--- config.mk ---
export PLATFORM = sky130hd
export DESIGN_NAME = platform_boot_ctrl
export DESIGN_NICKNAME = d
export VERILOG_FILES = /design/src/rtl/platform_boot_ctrl_pkg.sv /design/src/rtl/platform_boot_ctrl_platform_io_bridge.sv /design/src/rtl/platform_boot_ctrl.sv
export SDC_FILE = /design/constraint.sdc
export NUM_CORES = 1
export LEC_CHECK = 0
export ABC_AREA = 1
export BUFFER_PORTS_ARGS = -buffer_cell sky130_fd_sc_hd__clkbuf_2
export CORE_ASPECT_RATIO = 2
export CORE_MARGIN = 2
export CORE_UTILIZATION = 49
export DETAILED_ROUTE_END_ITERATION = 6
export GPL_TIMING_DRIVEN = 0
export PLACE_DENSITY = 0.87
export SYNTH_ARGS = -nofsm -noshare
export SYNTH_HDL_FRONTEND = slang
export SYNTH_HIERARCHICAL = 1
export SYNTH_SLANG_ARGS = --single-unit
--- constraint.sdc ---
create_clock -name clk -period 1.5 [get_ports clk]
set_input_delay 0.15 -clock clk [delete_from_list [all_inputs] [get_ports clk]]
set_output_delay 0.15 -clock clk [all_outputs]
set_load 0.03 [all_outputs]
--- src/rtl/platform_boot_ctrl_pkg.sv ---
// ----------------------------------------------------------------------------
// platform_boot_ctrl_pkg
//   Shared definitions for the platform boot sequencer: the sequencer state
//   type and default geometry of the ROM image and platform data path.
// ----------------------------------------------------------------------------
package platform_boot_ctrl_pkg;

  // Sequencer phases: wait for start, stream the image, hold the platform in
  // reset in run mode, then bridge host streams to the running platform.
  typedef enum logic [1:0] {
    ST_IDLE = 2'd0,
    ST_LOAD = 2'd1,
    ST_PRST = 2'd2,
    ST_RUN  = 2'd3
  } state_t;

  localparam int DEF_ROM_SIZE   = 16384;
  localparam int DEF_ADDR_W     = 14;
  localparam int DEF_DATA_W     = 32;
  localparam int DEF_RST_CYCLES = 1;

endpackage

--- src/rtl/platform_boot_ctrl_platform_io_bridge.sv ---
// ----------------------------------------------------------------------------
// platform_io_bridge
//   Run-phase bridge between the platform's din_req/din_rdy and dout_rdy
//   handshakes and valid/ready host streams.
//
//   Ports:
//     i_clk, i_rst          clock, synchronous active-high reset
//     i_en                  bridge active (sequencer in RUN)
//     i_host_din[_valid]    host word offered to the platform
//     o_host_din_ready      one-cycle accept strobe (combinational)
//     o_host_dout[_valid]   captured platform output, pending flag
//     i_host_dout_ready     host consumes o_host_dout
//     o_din, o_din_rdy      word presented to the platform, valid flag
//     i_din_req             platform requests a word
//     i_dout, i_dout_rdy    platform output word, level valid
//     o_overrun             sticky: a platform output was dropped
// ----------------------------------------------------------------------------
module platform_io_bridge #(
  parameter int DATA_W = 32
) (
  input  logic              i_clk,
  input  logic              i_rst,
  input  logic              i_en,
  input  logic [DATA_W-1:0] i_host_din,
  input  logic              i_host_din_valid,
  output logic              o_host_din_ready,
  output logic [DATA_W-1:0] o_host_dout,
  output logic              o_host_dout_valid,
  input  logic              i_host_dout_ready,
  output logic [DATA_W-1:0] o_din,
  output logic              o_din_rdy,
  input  logic              i_din_req,
  input  logic [DATA_W-1:0] i_dout,
  input  logic              i_dout_rdy,
  output logic              o_overrun
);

  logic [DATA_W-1:0] r_din;
  logic              r_din_rdy;
  logic [DATA_W-1:0] r_host_dout;
  logic              r_host_dout_valid;
  logic              r_overrun;
  logic              r_dout_rdy_q;
  logic              w_take;
  logic              w_edge;

  // A new word is only taken while no word is outstanding to the platform.
  assign w_take = i_en & i_din_req & ~r_din_rdy & i_host_din_valid;

  // dout_rdy is a level; only its rising edge marks a fresh output word.
  assign w_edge = i_en & i_dout_rdy & ~r_dout_rdy_q;

  always_ff @(posedge i_clk) begin
    if (i_rst) begin
      r_din             <= '0;
      r_din_rdy         <= 1'b0;
      r_host_dout       <= '0;
      r_host_dout_valid <= 1'b0;
      r_overrun         <= 1'b0;
      r_dout_rdy_q      <= 1'b0;
    end else begin
      r_dout_rdy_q <= i_dout_rdy;

      if (w_take) begin
        r_din     <= i_host_din;
        r_din_rdy <= 1'b1;
      end else if (i_en && !i_din_req) begin
        r_din_rdy <= 1'b0;
      end

      if (w_edge) begin
        // A pending word that the host is not consuming this cycle wins;
        // the new word is dropped and recorded as an overrun.
        if (r_host_dout_valid && !i_host_dout_ready) begin
          r_overrun <= 1'b1;
        end else begin
          r_host_dout       <= i_dout;
          r_host_dout_valid <= 1'b1;
        end
      end else if (i_en && i_host_dout_ready) begin
        r_host_dout_valid <= 1'b0;
      end
    end
  end

  assign o_host_din_ready  = w_take;
  assign o_din             = r_din;
  assign o_din_rdy         = r_din_rdy;
  assign o_host_dout       = r_host_dout;
  assign o_host_dout_valid = r_host_dout_valid;
  assign o_overrun         = r_overrun;

endmodule

--- src/rtl/platform_boot_ctrl.sv ---
// ----------------------------------------------------------------------------
// platform_boot_ctrl
//   Owns the virtual platform's control pins. Streams a ROM image byte by
//   byte over the sw_addr/sw_din/we_n load port while mode=1, then switches
//   to run mode, holds plat_rst for RST_CYCLES cycles and releases the
//   platform. In RUN the platform_io_bridge connects host streams to the
//   platform's din/dout handshakes.
//
//   Ports:
//     clk, rst                     clock, synchronous active-high reset
//     start                        begin image load (IDLE only)
//     img_data/img_valid/img_ready ROM image byte stream
//     host_din/_valid/_ready       host -> platform word stream
//     host_dout/_valid/_ready      platform -> host word stream
//     sw_addr, sw_din, we_n, mode  platform ROM load port
//     plat_rst                     platform reset
//     din, din_rdy, din_req        platform input handshake
//     dout, dout_rdy               platform output handshake
//     busy, load_done, overrun     status
// ----------------------------------------------------------------------------
module platform_boot_ctrl
  import platform_boot_ctrl_pkg::*;
#(
  parameter int ROM_SIZE   = DEF_ROM_SIZE,
  parameter int ADDR_W     = DEF_ADDR_W,
  parameter int DATA_W     = DEF_DATA_W,
  parameter int RST_CYCLES = DEF_RST_CYCLES
) (
  input  logic              clk,
  input  logic              rst,
  input  logic              start,
  input  logic [7:0]        img_data,
  input  logic              img_valid,
  output logic              img_ready,
  input  logic [DATA_W-1:0] host_din,
  input  logic              host_din_valid,
  output logic              host_din_ready,
  output logic [DATA_W-1:0] host_dout,
  output logic              host_dout_valid,
  input  logic              host_dout_ready,
  output logic [ADDR_W-1:0] sw_addr,
  output logic [7:0]        sw_din,
  output logic              we_n,
  output logic              mode,
  output logic              plat_rst,
  output logic [DATA_W-1:0] din,
  output logic              din_rdy,
  input  logic              din_req,
  input  logic [DATA_W-1:0] dout,
  input  logic              dout_rdy,
  output logic              busy,
  output logic              load_done,
  output logic              overrun
);

  localparam int                RCW      = (RST_CYCLES > 1) ? $clog2(RST_CYCLES) : 1;
  localparam logic [ADDR_W-1:0] LAST_IDX = ADDR_W'(ROM_SIZE - 1);
  localparam logic [RCW-1:0]    RST_LAST = RCW'(RST_CYCLES - 1);

  state_t            r_state;
  logic [ADDR_W-1:0] r_cnt;
  logic              r_full;
  logic [RCW-1:0]    r_rcnt;
  logic [ADDR_W-1:0] r_sw_addr;
  logic [7:0]        r_sw_din;
  logic              r_we_n;
  logic              r_mode;
  logic              r_plat_rst;
  logic              r_busy;
  logic              r_load_done;

  logic              w_accept;
  logic              w_run;

  // r_full marks that the last byte has been accepted; the port closes while
  // that final byte is still being written.
  assign img_ready = (r_state == ST_LOAD) && !r_full;
  assign w_accept  = img_ready && img_valid;
  assign w_run     = (r_state == ST_RUN);

  always_ff @(posedge clk) begin
    if (rst) begin
      r_state     <= ST_IDLE;
      r_cnt       <= '0;
      r_full      <= 1'b0;
      r_rcnt      <= '0;
      r_sw_addr   <= '0;
      r_sw_din    <= '0;
      r_we_n      <= 1'b1;
      r_mode      <= 1'b1;
      r_plat_rst  <= 1'b1;
      r_busy      <= 1'b0;
      r_load_done <= 1'b0;
    end else begin
      r_we_n <= 1'b1;

      if (w_accept) begin
        r_sw_addr <= r_cnt;
        r_sw_din  <= img_data;
        r_we_n    <= 1'b0;
        r_cnt     <= r_cnt + ADDR_W'(1);
        if (r_cnt == LAST_IDX) begin
          r_full <= 1'b1;
        end
      end

      case (r_state)
        ST_IDLE: begin
          if (start) begin
            r_state <= ST_LOAD;
            r_cnt   <= '0;
            r_full  <= 1'b0;
            r_busy  <= 1'b1;
          end
        end
        ST_LOAD: begin
          // r_full here means the final write is on the port this cycle.
          if (r_full) begin
            r_state <= ST_PRST;
            r_mode  <= 1'b0;
            r_rcnt  <= '0;
          end
        end
        ST_PRST: begin
          if (r_rcnt == RST_LAST) begin
            r_state     <= ST_RUN;
            r_plat_rst  <= 1'b0;
            r_load_done <= 1'b1;
          end else begin
            r_rcnt <= r_rcnt + RCW'(1);
          end
        end
        ST_RUN: begin
          r_state <= ST_RUN;
        end
        default: begin
          r_state <= ST_IDLE;
        end
      endcase
    end
  end

  platform_io_bridge #(
    .DATA_W(DATA_W)
  ) u_bridge (
    .i_clk             (clk),
    .i_rst             (rst),
    .i_en              (w_run),
    .i_host_din        (host_din),
    .i_host_din_valid  (host_din_valid),
    .o_host_din_ready  (host_din_ready),
    .o_host_dout       (host_dout),
    .o_host_dout_valid (host_dout_valid),
    .i_host_dout_ready (host_dout_ready),
    .o_din             (din),
    .o_din_rdy         (din_rdy),
    .i_din_req         (din_req),
    .i_dout            (dout),
    .i_dout_rdy        (dout_rdy),
    .o_overrun         (overrun)
  );

  assign sw_addr   = r_sw_addr;
  assign sw_din    = r_sw_din;
  assign we_n      = r_we_n;
  assign mode      = r_mode;
  assign plat_rst  = r_plat_rst;
  assign busy      = r_busy;
  assign load_done = r_load_done;

endmodule

======== Word level (Yosys, flattened, before mapping) ========
Index checks and enable logic that the tools add are counted.
word-level totals
  register bits after elaboration ......... 113
  output and inout port bits .............. 96
  word-level logic and storage cells ...... 76
operators by class
  add/subtract/negate cells ............... 2
  eq/ne operators ......................... 8
  muxes and demuxes ....................... 20
  bitwise logic cells ..................... 9
  reductions and logical operators ........ 20
operator list
  cell                                                 count
  2-to-1 mux 14 bit                                    3
  adder 14 x 1 -> 14 bit, second input constant        1
  equality test 14 bit, second input constant          1
  AND reduction 2 bit                                  7
  2-to-1 mux 1 bit                                     12
  != test 2 bit, second input constant                 4
  one-hot mux 2 bit (4 select lines)                   1
  2-to-1 mux 2 bit                                     3
  nonzero test 2 bit                                   3
  bitwise AND 1 bit                                    5
  logical AND 1 bit                                    5
  equality test 2 bit, second input constant           2
  inverter 1 bit                                       4
  zero test 1 bit                                      3
  AND reduction 3 bit                                  1
  equality test 2 x 1 -> 1 bit, second input constant  1
  zero test 2 bit                                      1
  one-hot mux 1 bit (2 select lines)                   1
  adder 1 bit, second input constant                   1

======== Depth between registers and ports, before layout ========
Gate-level depths: netlist of run 1.
  depth in word-level cells ............... 6
  depth in mapped cells ................... 9
  mapped depth without buffers ............ 8

======== Hierarchy ========
The synthesis of run 1 kept the hierarchy.
modules (own cells, without submodules)
  module              times used  cells an instance  area each (µm²)  seq. area each (µm²)
  platform_io_bridge  1           436                2886.5           1361.3
  platform_boot_ctrl  1           227                1788.0           880.8

======== Least setup slack after synthesis of run 1 ========
OpenSTA, ideal clock, no wires.
  path type ............................... reg-to-reg
  from .................................... register r_state[0]
  to ...................................... register u_bridge.r_din[1] (netlist: u_bridge/o_din[1])
  library setup time ...................... 0.064 ns
  arrival time ............................ 1.229 ns
  data required time ...................... 1.436 ns
  slack ................................... 0.207 ns
  cell stages (with the launch flop) ...... 9
  path buffers ............................ 2
  period minus slack after synthesis ...... 1.293 ns
  cells stage by stage .................... dfxtp_1 -> nand2_1 -> inv_1 -> nand2_1 -> nor2_1 -> buf_4 -> buf_4 -> nor2_1 -> nor2_1
on the way
  longest elaborated chain between the ends .. 4
RTL lines
  what                             line                                         source
  from (decl)                      platform_boot_ctrl.sv:60                     state_t r_state;
  from (signal assigned)           platform_boot_ctrl.sv:83                     r_state <= ST_IDLE;
  from (signal assigned)           platform_boot_ctrl.sv:110                    r_state <= ST_LOAD;
  from (signal assigned)           platform_boot_ctrl.sv:119                    r_state <= ST_PRST;
  equality test 2 bit              platform_boot_ctrl.sv:79                     assign w_run = (r_state == ST_RUN);
  named net w_run                  platform_boot_ctrl.sv:73                     logic w_run;
  bitwise AND 1 bit (3 in series)  platform_boot_ctrl_platform_io_bridge.sv:48  assign w_take = i_en & i_din_req & ~r_din_rdy & i_host_din_valid;
  named net host_din_ready         platform_boot_ctrl.sv:37                     output logic host_din_ready,
  to (signal assigned)             platform_boot_ctrl_platform_io_bridge.sv:65  r_din <= i_host_din;
  to (decl)                        platform_boot_ctrl_platform_io_bridge.sv:38  logic [DATA_W-1:0] r_din;
The timed path passes the listed nets, and every way through them passes these cells.
A chain may end at the register's enable or synchronous reset.

======== Worst setup path in the final report of run 1 ========
  from .................................... register r_state[1]
  to ...................................... output port host_din_ready
on the way
  longest elaborated chain between the ends .. 4
RTL lines
  what                             line
  equality test 2 bit              platform_boot_ctrl.sv:79
  named net w_run                  platform_boot_ctrl.sv:73
  bitwise AND 1 bit (3 in series)  platform_boot_ctrl_platform_io_bridge.sv:48
  to (decl)                        platform_boot_ctrl.sv:37
The timed path passes the listed nets, and every way through them passes these cells.

==> results of run 1 <==
-- kinds of logic (layout without fill, tap and decap cells) --
family,count (synthesis),in the layout,share of synthesized area
AND/OR/NAND/NOR,329,329,0.294
AO/OA/AOI/OAI,84,84,0.0918
XOR/XNOR,4,4,0.00749
adder cells (fa/ha/maj),1,1,0.00268
buffers and inverters,133,330,0.124
flip-flops,112,112,0.480
-- cells in the final DEF, fill, tap and decap left out, types with 3 or more instances in the layout --
| cell | Yosys | layout |
|---|---|---|
| dfxtp_1 | 112 | 109 |
| clkbuf_1 | 8 | 8 |
| a21oi_1 | 57 | 56 |
| nor3_1 | 3 | 3 |
| clkbuf_8 | 0 | 3 |
| nand3_1 | 40 | 39 |
| xor2_1 | 4 | 4 |
| inv_1 | 96 | 94 |
| nand4_1 | 5 | 5 |
| nor2_1 | 139 | 138 |
| clkbuf_16 | 0 | 9 |
| clkbuf_2 | 0 | 174 |
| buf_2 | 11 | 10 |
| nor2_4 | 6 | 7 |
| buf_4 | 14 | 17 |
| nand2_1 | 132 | 130 |
| inv_6 | 0 | 4 |
| o21ai_0 | 24 | 24 |
| buf_6 | 2 | 6 |
-- sequential cells by signal, summed over array words and instances (netlist names), 2 cells and up --
signal                count
r_state                   2
u_bridge/o_din           32
r_cnt                    14
sw_addr                  14
sw_din                    8
u_bridge/o_host_dout     32
-- per-layer routing --
metal  share of wire  global-route usage
met3           0.052              0.0446
met1            0.36               0.244
met2            0.56               0.459
met4           0.034               0.110
met5               0                   0
-- path summary, 6_finish.rpt --
check,cells past startpoint,endpoint,start,slack (ps)
worst min register to register,2,mode$_SDFFE_PP1P_,mode$_SDFFE_PP1P_,460
worst max register to register,7,r_cnt[13]$_SDFF_PP0_,r_cnt[5]$_SDFF_PP0_,80
worst max-delay path,7,host_din_ready,r_state[1]$_SDFFE_PP0P_,20
worst min-delay path,3,u_bridge/r_dout_rdy_q$_SDFF_PP0_,dout_rdy,30
-- through the flow --
stage                     utilization  worst slack (ps)
after floorplan                     -               207
after global placement          0.609              -134
final                           0.652              18.4
after CTS                       0.650              2.47
after global routing            0.652             -47.5
after detailed placement        0.609              -138
-- layout make-up --
class                   count  area, um^2
plain buffers              36         230
clock buffers              11         253
clock inverters             5        43.8
fillers                   820        3240
inverters                  96         360
multi-input cells         418        1870
flip-flops and latches    112        2250
well taps                 104         130
repair buffers            182         937
-- power breakdown --
part / switching (mW) / total [mW] / internal, mW
sequential: 0.0577 / 3.14 / 3.08
clock: 1.11 / 2.36 / 1.25
combinational: 0.569 / 0.870 / 0.302
total: 1.74 / 6.37 / 4.63
-- tightest hold or removal path: cells and delay by family --
kind / cells / cell delay [ps]
buf+inv: 2 / 140
simple gates: 1 / 30
-- what timing repair did --
item | CTS | global route
gates resized for setup | 11 | 8
setup buffers | 7 | 0
pin swaps | 3 | 0
endpoints found under the hold margin | 0 | 0
setup endpoints to repair | 30 | 24
==> results.md, run 1 <==
- Maximum root-to-sink buffer count: 2
- Clock Latency Late Sink: 340 ps
- Worst clock skew: 12.2 ps
- Slowest cell on crit path: dfxtp_4
- Initial antenna violation count: 0
- Final WL: 12700 um
- Seq cells post-synth: 112
- Via Count: 4715
- Area delta synth->final: 30.0%
- WP data arrival: 1330 ps
- Crit Path Category: flop to output port
- Crit start category: flop
- Register area share after synthesis: 0.480
- Worst Path Buf+Inv: 4
- CP delay by family, top: buffers and inverters
- Period minus WS final: 1480 ps
- WP data required: 1350 ps
- Final setup vio count: 0
- Core area: 9320 um^2
- Outcome: completed
- GRT overflow: 0
- Vias in the first global route: 4361
- Antenna diodes: 0
- Post-route cell area: 6080 um^2
- Final Slew Violations: 0
- Yosys warns: 6
- Cells after synthesis: 663
- Leakage: 3.08 nW
- Max Fclk: 675 MHz
- Final-report hold violation count: 0
- Syn nets: 744
- Io pins: 176
- Final antenna-violating net count: 0
- Cell Count, Final, Fillers Out: 964
- Placed insts: 942
- Leading post-synthesis cells by cell area: dfxtp_1, nor2_1, nand2_1, inv_1, a21oi_1
- Largest net degree at the start of global routing: 20
- Final Power: 6.37 mW
- Endpoint class of the critical path: output port
- Cell Area, Placed: 5680 um^2
- RSZ-0062 raised after global routing: yes
- Commonest cells in the netlist: nor2_1, nand2_1, dfxtp_1, inv_1, a21oi_1
- Hold Buf Count CTS: 0
- Initial drt markers: 265
- Synth top area share: 0.480
- First-pass GRT wire length: 19900 um
- Syn_area_per_cell: 7.05 um^2
- Max cap viols: 0
- PortBufs: 175
- Period utilization: 0.988
- Nets@finish: 936
- Slew margin rel.: 0.672
- Dominant cell type by area after synthesis: dfxtp_1
- HP Class: input pin to flop
- Slew @ Worst Pin: 492 ps
- RePlAce Congestion: 0.963
- PD cells: 1050 nW/um^2
- Top FF cell, synth: dfxtp_1
- Cell area after synthesis: 4670 um^2
- Number of cell rows: 50
- Post-synth ARST share: 0
- Crit-path cells: nand2_2 -> inv_2 -> nand2_2 -> nor2_4 -> buf_6 -> buf_6 -> clkbuf_8
- Die height: 142 um
- Clock root buffer: clkbuf_16
- Drt first pass iters: 5
- Setup TNS: 0 ps
- Total GRT Usage: 0.242
- Remaining DRCs: 0
- Top-count cell post-synth: nor2_1
- CTS tree: yes
- Worst path max stage delay: 360 ps
- DPL Wire Length: 9860 um
- # clock sinks: 112
- Die width: 73.1 um
- VDD IR max: 0.657 mV
- Share of cells above drive strength 1: 0.285
- CTS clock-pin slew for the worst setup and hold paths: 70 ps
- Initial Utilization: 0.501
- H-tree Lvls: 3
- EDFF count, synth: 0
- Vias/cell: 4.89
- Hold WS: 26.9 ps
- Synth unique cells: 23
- Die ar.: 10400 um^2
- Drt wl/cell: 13.2 um
- CTS buffer count: 9
- Critical Path Fanout Max: 3
No activity file was read; power rests on OpenSTA's default activity.
==> inputs of run 2 (changes only) <==
SETUP_SLACK_MARGIN = 0.15   (was unset)
==> run 2 against run 1 <==
- final area rose by 2.9%
- worst hold slack got worse by 0.99 ps
- via count rose by 2.0%
- wire length rose by 4.0%
- sequential share of layout area fell by 0.88 points
- combinational power rose by 4.3%
- clock-buffer cell count did not move
- critical path depth did not move
- first-iteration DRC count rose by 19%
- critical path type unchanged
- largest power group unchanged
==> results.md, run 2 (synthesis results as in run 1) <==
- Crit Path Category: flop to output port
- Final WL: 13200 um (+4.0%)
- Initial Utilization: 0.501 (unchanged)
- Final antenna-violating net count: 0 (unchanged)
- GRT overflow: 0 (unchanged)
- DPL Wire Length: 9860 um (unchanged)
- Via Count: 4808 (+2.0%)
- Final Slew Violations: 0 (unchanged)
- # clock sinks: 112 (unchanged)
- CP delay by family, top: buffers and inverters
- R2R depth: 10 (+3)
- FILL cells: 777 (-5.2%)
- Initial drt markers: 316 (+19%)
- Remaining DRCs: 0 (unchanged)
- Endpoint class of the critical path: output port
- Die ar.: 10400 um^2 (unchanged)
- Max cap viols: 0 (unchanged)
- CTS buffer count: 9 (unchanged)
- Nets@finish: 941 (+0.53%)
- RSZ-0062 raised after global routing: yes
- Drt first pass iters: 5 (unchanged)
- Clock power share: 0.368 (-0.003)
- Largest net degree at the start of global routing: 20 (unchanged)
- HP Class: input pin to flop
- Pint: 4.65 mW (+0.47%)
- Antenna diodes: 0 (unchanged)
- Combinational Power Share: 0.142 (+0.005)
- Cell mode on critical path: buf_6
- Die height: 142 um (unchanged)
- Slew @ Worst Pin: 493 ps (+0.936 ps)
- Core area: 9320 um^2 (unchanged)
- Drt wl/cell: 13.6 um (+3.4%)
- Reg2Reg Setup Slack: 120 ps (+40 ps)
- GR Layer Usage met3: 0.0446 (unchanged)
- End point of the critical path: host_din_ready
- Hold Startpoint: dout_rdy
- Most common cell after layout, fill and taps aside: clkbuf_2
- Crit-path cells: nand2_2 -> inv_2 -> nand2_4 -> nor2_4 -> buf_6 -> buf_6 -> buf_8
- Worst clock skew: 12.3 ps (+0.117 ps)
- Leakage: 3.14 nW (+1.7%)
- Vias/cell: 4.96 (+1.4%)
- Worst path max stage delay: 360 ps (about the same)
- First-pass GRT wire length: 20000 um (+0.38%)
- Crit start category: flop
- Maximum root-to-sink buffer count: 2 (unchanged)
- Cell depth of the worst setup path: 7 (unchanged)
- PortBufs: 175 (unchanged)
- Switching Share: 0.274 (+0.000726)
- Number of cell rows: 50 (unchanged)
- Most frequent cells in the layout: clkbuf_2, nor2_1, nand2_1
- Sw Pwr: 1.75 mW (+0.84%)
- Period utilization: 0.978 (-0.0101)
- Slowest cell on crit path: dfxtp_4
- Worst Path Buf+Inv: 4 (unchanged)
- Period minus WS final: 1470 ps (-15.2 ps)
- Final setup vio count: 0 (unchanged)
- VDD IR max: 0.666 mV (+1.3%)
- CTS clock-pin slew for the worst setup and hold paths: 70 ps (about the same)
- WP data required: 1350 ps (about the same)
- Final-report hold violation count: 0 (unchanged)
- Initial antenna violation count: 0 (unchanged)
- PD cells: 1020 nW/um^2 (-2.2%)
- RePlAce Congestion: 0.963 (unchanged)
- Clock root buffer: clkbuf_16
- Layer carrying the most global-route usage: met2
- Hold WS: 25.9 ps (-0.992 ps)
- FF-to-FF End: u_bridge/o_din[22]$_SDFFE_PP0P_
- H-tree Lvls: 3 (unchanged)
- FF-to-FF Start: r_state[1]$_SDFFE_PP0P_
- Area delta synth->final: 33.8%
- Critical Path Fanout Max: 3 (unchanged)
- Max Fclk: 682 MHz (+1.0%)
- Placed insts: 942 (unchanged)
- WP data arrival: 1320 ps (about the same)
- Vias in the first global route: 4366 (+0.11%)
- Clock Latency Late Sink: 340 ps (about the same)
- Outcome: completed
- Total GRT Usage: 0.243 (+0.000717)
- Die width: 73.1 um (unchanged)
- M2 GR Usage: 0.460 (+0.000948)
- Hold Buf Count CTS: 0 (unchanged)
- Worst Hold Depth: 3 (unchanged)
- Cell Count, Final, Fillers Out: 969 (+0.52%)
- Slew margin rel.: 0.672 (about the same)
- Share of cells above drive strength 1: 0.299 (+0.0145)
- Start point of the critical path: r_state[1]$_SDFFE_PP0P_
- Io pins: 176 (unchanged)
- CTS tree: yes
- Share of total power in sequential cells: 0.490 (-0.003)
- Met1 usage: 0.246 (+0.00134)
-- run 2: cell types whose count changed in the layout (fill, tap and decap cells not counted), moves of 2 or more --
| cell | delta |
|---|---|
| nor2_2 | -2 |
| inv_1 | -2 |
| buf_6 | +7 |
| buf_4 | -4 |
| nor2_4 | +2 |
| inv_2 | +2 |
| clkbuf_4 | +3 |
| buf_8 | +3 |
| dfxtp_4 | +2 |
| dfxtp_1 | -4 |
| nand3_4 | +2 |
| nand3_2 | -2 |
| dfxtp_2 | +2 |
| buf_2 | -4 |
-- run 2: stage by stage --
step | setup TNS (ps) | util | power (mW) | area [um^2] | setup WS (ps)
floorplan | 0 | - | 3.75 | 4670 | 207
global placement | -786 | 0.609 | 4.04 | 5680 | -134
detailed placement | -1130 | 0.609 | 4.05 | 5680 | -138
CTS | 0 | 0.652 | 6.42 | 6080 | 2.47
global route | -30.5 | 0.671 | 6.66 | 6250 | -30.5
finish | 0 | 0.671 | 6.40 | 6250 | 33.6
-- run 2: layout make-up --
type,count,area [um^2],area share
flip-flops and latches,112,2260,0.362
multi-input cells,418,1920,0.307
repair buffers,187,1010,0.162
inverters,96,360,0.0576
plain buffers,36,273,0.0436
clock buffers,11,253,0.0404
well taps,104,130,0.0208
clock inverters,5,43.8,0.00700
-- run 2: how the worst min path moves through the flow --
stage,end,slack [ps]
3_3_place_gp,u_bridge/r_dout_rdy_q$_SDFF_PP0_,360
2_1_floorplan,u_bridge/o_host_dout_valid$_SDFFE_PP0P_,220
6_report,u_bridge/r_dout_rdy_q$_SDFF_PP0_,30
3_5_place_dp,u_bridge/r_dout_rdy_q$_SDFF_PP0_,360
5_1_grt,u_bridge/r_dout_rdy_q$_SDFF_PP0_,10
4_1_cts,u_bridge/r_dout_rdy_q$_SDFF_PP0_,10
-- run 2: timing repair --
action                     CTS  global route
resized for setup           20            37
cloned                       0             2
setup endpoints to repair   71            72
buffers inserted             7             3
pin swaps                    3             4
-- run 2: layer usage --
metal	share of wire	routed length, um
met5	0	0
met4	0.036	477
met3	0.062	823
met2	0.56	7360
met1	0.34	4550
-- run 2: power by group through the flow --
stage | Clock, mW | Sequential [mW] | Combinational, mW
2_1_floorplan | 0 | 3.39 | 0.361
3_3_place_gp | 0 | 3.21 | 0.830
3_5_place_dp | 0 | 3.21 | 0.843
4_1_cts | 2.40 | 3.14 | 0.883
5_1_grt | 2.52 | 3.15 | 0.987
6_report | 2.36 | 3.14 | 0.907
-- run 2: worst register-to-register path: cells and delay by family (launching register included) --
kind	cells	cell delay (ps)
AND/OR/NAND/NOR	6	400
flip-flops	1	360
buffers and inverters	4	530
==> inputs of run 3 (changes only) <==
ABC_AREA = unset   (was 1)
CORE_UTILIZATION = 48   (was 49)
PLACE_DENSITY = 0.86   (was 0.87)
SETUP_SLACK_MARGIN = 0.02   (was 0.15)
TNS_END_PERCENT = 100   (was unset)
==> run 3 against run 2 <==
- the run now ends with setup timing left
- register-to-register slack lost 180 ps
- final area shrank 1.5%
- global-route usage shrank 0.25 points
- clock power grew 3%
- critical path depth is the same
- via count shrank 12%
- setup slack lost 92 ps
- sequential power shrank 4%
- clock skew shrank 5.1 ps
- worst hold slack is essentially flat
- sequential cell count is the same
- critical path type is now flop to flop
- critical endpoint is now u_bridge/o_host_dout[26]$_SDFFE_PP0P_
- largest cell class unchanged
==> results.md, run 3 <==
- Antenna diodes: 0 (unchanged)
- PD cells: 941 nW/um^2 (-8.1%)
- Seq cells post-synth: 112 (unchanged)
- Final antenna-violating net count: 0 (unchanged)
- Initial drt markers: 218 (-31%)
- Most frequent cells in the layout: clkbuf_2, nand2_1, dfxtp_1
- Crit-path cells: and2_4 -> buf_12 -> nand3b_1 -> nor2_4 -> buf_12 -> buf_8 -> mux2i_1
- FF-to-FF Start: r_state[1]$_SDFFE_PP0P_
- Nets@finish: 787 (-16%)
- # clock sinks: 112 (unchanged)
- EDFF count, synth: 0 (unchanged)
- CTS tree: yes
- Worst Path Buf+Inv: 3 (-1)
- Maximum root-to-sink buffer count: 2 (unchanged)
- Share of cells above drive strength 1: 0.367 (+0.0677)
- H-tree Lvls: 3 (unchanged)
- Register area share after synthesis: 0.512 (+0.0319)
- RSZ-0062 raised after global routing: yes
- Leakage: 2.56 nW (-18%)
- GRT overflow: 0 (unchanged)
- Syn nets: 577 (-22%)
- Clock Latency Late Sink: 340 ps (about the same)
- Slowest cell on crit path: dfxtp_4
- CTS buffer count: 9 (unchanged)
- Number of cell rows: 49 (-2.0%)
- End point of the critical path: u_bridge/o_host_dout[26]$_SDFFE_PP0P_
- Reg2Reg Setup Slack: -60 ps (-180 ps)
- Critical Path Fanout Max: 7 (+4)
- Commonest cells in the netlist: nand2_1, dfxtp_1, nand2b_1, a21oi_1, mux2i_1
- First-pass GRT wire length: 19200 um (-3.8%)
- Remaining DRCs: 0 (unchanged)
- Die width: 71.6 um (-2.0%)
- CP delay by family, top: simple AND/OR/NAND/NOR gates
- Initial antenna violation count: 0 (unchanged)
- VDD IR max: 0.697 mV (+4.8%)
- Synth unique cells: 39 (+70%)
- R2R depth: 7 (-3)
- Die height: 139 um (-2.1%)
- Top-count cell post-synth: nand2_1
- Io pins: 176 (unchanged)
- DPL Wire Length: 9080 um (-7.9%)
- Cell area after synthesis: 4380 um^2 (-6.2%)
- Worst clock skew: 7.20 ps (-5.13 ps)
- Clock root buffer: clkbuf_16
- PortBufs: 175 (unchanged)
- Slew @ Worst Pin: 499 ps (+6.58 ps)
- Cell depth of the worst setup path: 7 (unchanged)
- Syn_area_per_cell: 8.84 um^2 (+25%)
- Endpoint class of the critical path: flop
- Max Fclk: 642 MHz (-5.9%)
- Crit start category: flop
- Cell mode on critical path: buf_12
- Max cap viols: 0 (unchanged)
- WP data required: 1760 ps (+410 ps)
- Slew margin rel.: 0.667 (-0.00438)
- Leading post-synthesis cells by cell area: dfxtp_1, nand2_1, nand2b_1, a21oi_1, mux2i_1
- Area delta synth->final: 40.5%
- Final Slew Violations: 0 (unchanged)
- Final WS setup: -58.1 ps (-91.7 ps)
- Hold Buf Count CTS: 0 (unchanged)
- Synth top area share: 0.512 (+0.0319)
- Final-report hold violation count: 0 (unchanged)
- Cell Count, Final, Fillers Out: 813 (-16%)
- CTS clock-pin slew for the worst setup and hold paths: 80 ps (about the same)
- Final setup vio count: 24 (+24)
- Vias in the first global route: 4125 (-5.5%)
- Worst Hold Depth: 3 (unchanged)
- Start point of the critical path: r_state[1]$_SDFFE_PP0P_
- Total GRT Usage: 0.241 (-0.00253)
- Top FF cell, synth: dfxtp_1
- Via Count: 4221 (-12%)
- Drt wl/cell: 15.6 um (+14%)
- Period utilization: 1.04 (+0.0611)
- WP data arrival: 1820 ps (+500 ps)
- Core area: 8950 um^2 (-4.0%)
- Setup TNS: -673 ps (-673 ps)
- RePlAce Congestion: 0.930 (-3.5%)
- Final Power: 5.79 mW (-9.5%)
- Failing checks: setup timing
- FF-to-FF End: u_bridge/o_host_dout[26]$_SDFFE_PP0P_
- Crit Path Category: flop to flop
- Most common cell after layout, fill and taps aside: clkbuf_2
- Hold WS: 25.7 ps (-0.179 ps)
- Outcome: finished with violations
- Initial Utilization: 0.490 (-0.0118)
- Post-synth ARST share: 0 (unchanged)
- Vias/cell: 5.19 (+4.6%)
- Period minus WS final: 1560 ps (+91.7 ps)
- Final WL: 12700 um (-4.0%)
- HP Class: input pin to flop
- Worst path max stage delay: 390 ps (+30 ps)
- Dominant cell type by area after synthesis: dfxtp_1
- Yosys warns: 6 (unchanged)
- Cells after synthesis: 496 (-25%)
- Largest net degree at the start of global routing: 20 (unchanged)
- Drt first pass iters: 4 (-1)
- Die ar.: 9960 um^2 (-4.1%)
- Placed insts: 773 (-18%)
run 3: kinds of logic after synthesis:
logic type      after synthesis  share of synthesized area
simple gates                233                      0.265
xor+xnor                      9                     0.0180
mux                          32                     0.0731
flops                       112                      0.512
compound gates               73                     0.0862
fa+ha+maj                     1                    0.00285
buf+inv                      36                     0.0434
run 3: worst min-delay path by stage:
stage | start | endpoint | slack [ps]
global route | img_data[3] | sw_din[3]$_SDFFE_PP0N_ | 20
CTS | host_din[7] | u_bridge/o_din[7]$_SDFFE_PP0P_ | 10
floorplan | dout_rdy | u_bridge/r_dout_rdy_q$_SDFF_PP0_ | 280
global placement | img_data[5] | sw_din[5]$_SDFFE_PP0N_ | 380
detailed placement | host_din[7] | u_bridge/o_din[7]$_SDFFE_PP0P_ | 380
finish | img_data[3] | sw_din[3]$_SDFFE_PP0N_ | 30
run 3: timing repair:
| item | in CTS | in global routing |
|---|---|---|
| setup buffers | 14 | 9 |
| pin swaps | 9 | 5 |
| setup endpoints to repair | 94 | 95 |
| gates cloned | 2 | 1 |
| gates resized for setup | 32 | 28 |
run 3: area by class of cell:
type | count | area (um^2)
plain buffers | 30 | 223
clock buffers | 9 | 225
clock inverters | 7 | 78.8
fillers | 691 | 2790
inverters | 4 | 15.0
multi-input cells | 348 | 2040
flip-flops and latches | 112 | 2260
well taps | 102 | 128
repair buffers | 201 | 1190
run 3: report_power, final:
| group | switching (mW) | internal, mW |
|---|---|---|
| logic | 0.199 | 0.172 |
| registers | 0.0135 | 2.98 |
| clock network | 1.11 | 1.32 |
run 3: metal layers:
layer,GRT usage,share of wire
met3,0.0487,0.054
met2,0.466,0.57
met1,0.227,0.34
met4,0.118,0.029
met5,0,0
run 3: tightest hold or removal path: stages:
cell	delay, ps
clkbuf_2	80
nand2_1	40
a21oi_1	50
run 3: stage by stage:
step / area (um^2) / setup WS (ps) / util
detailed placement: 5390 / -214 / 0.602
CTS: 5970 / -49.8 / 0.667
global placement: 5390 / -175 / 0.602
finish: 6160 / -58.1 / 0.688
global route: 6160 / -115 / 0.688
floorplan: 4390 / 6.22 / -
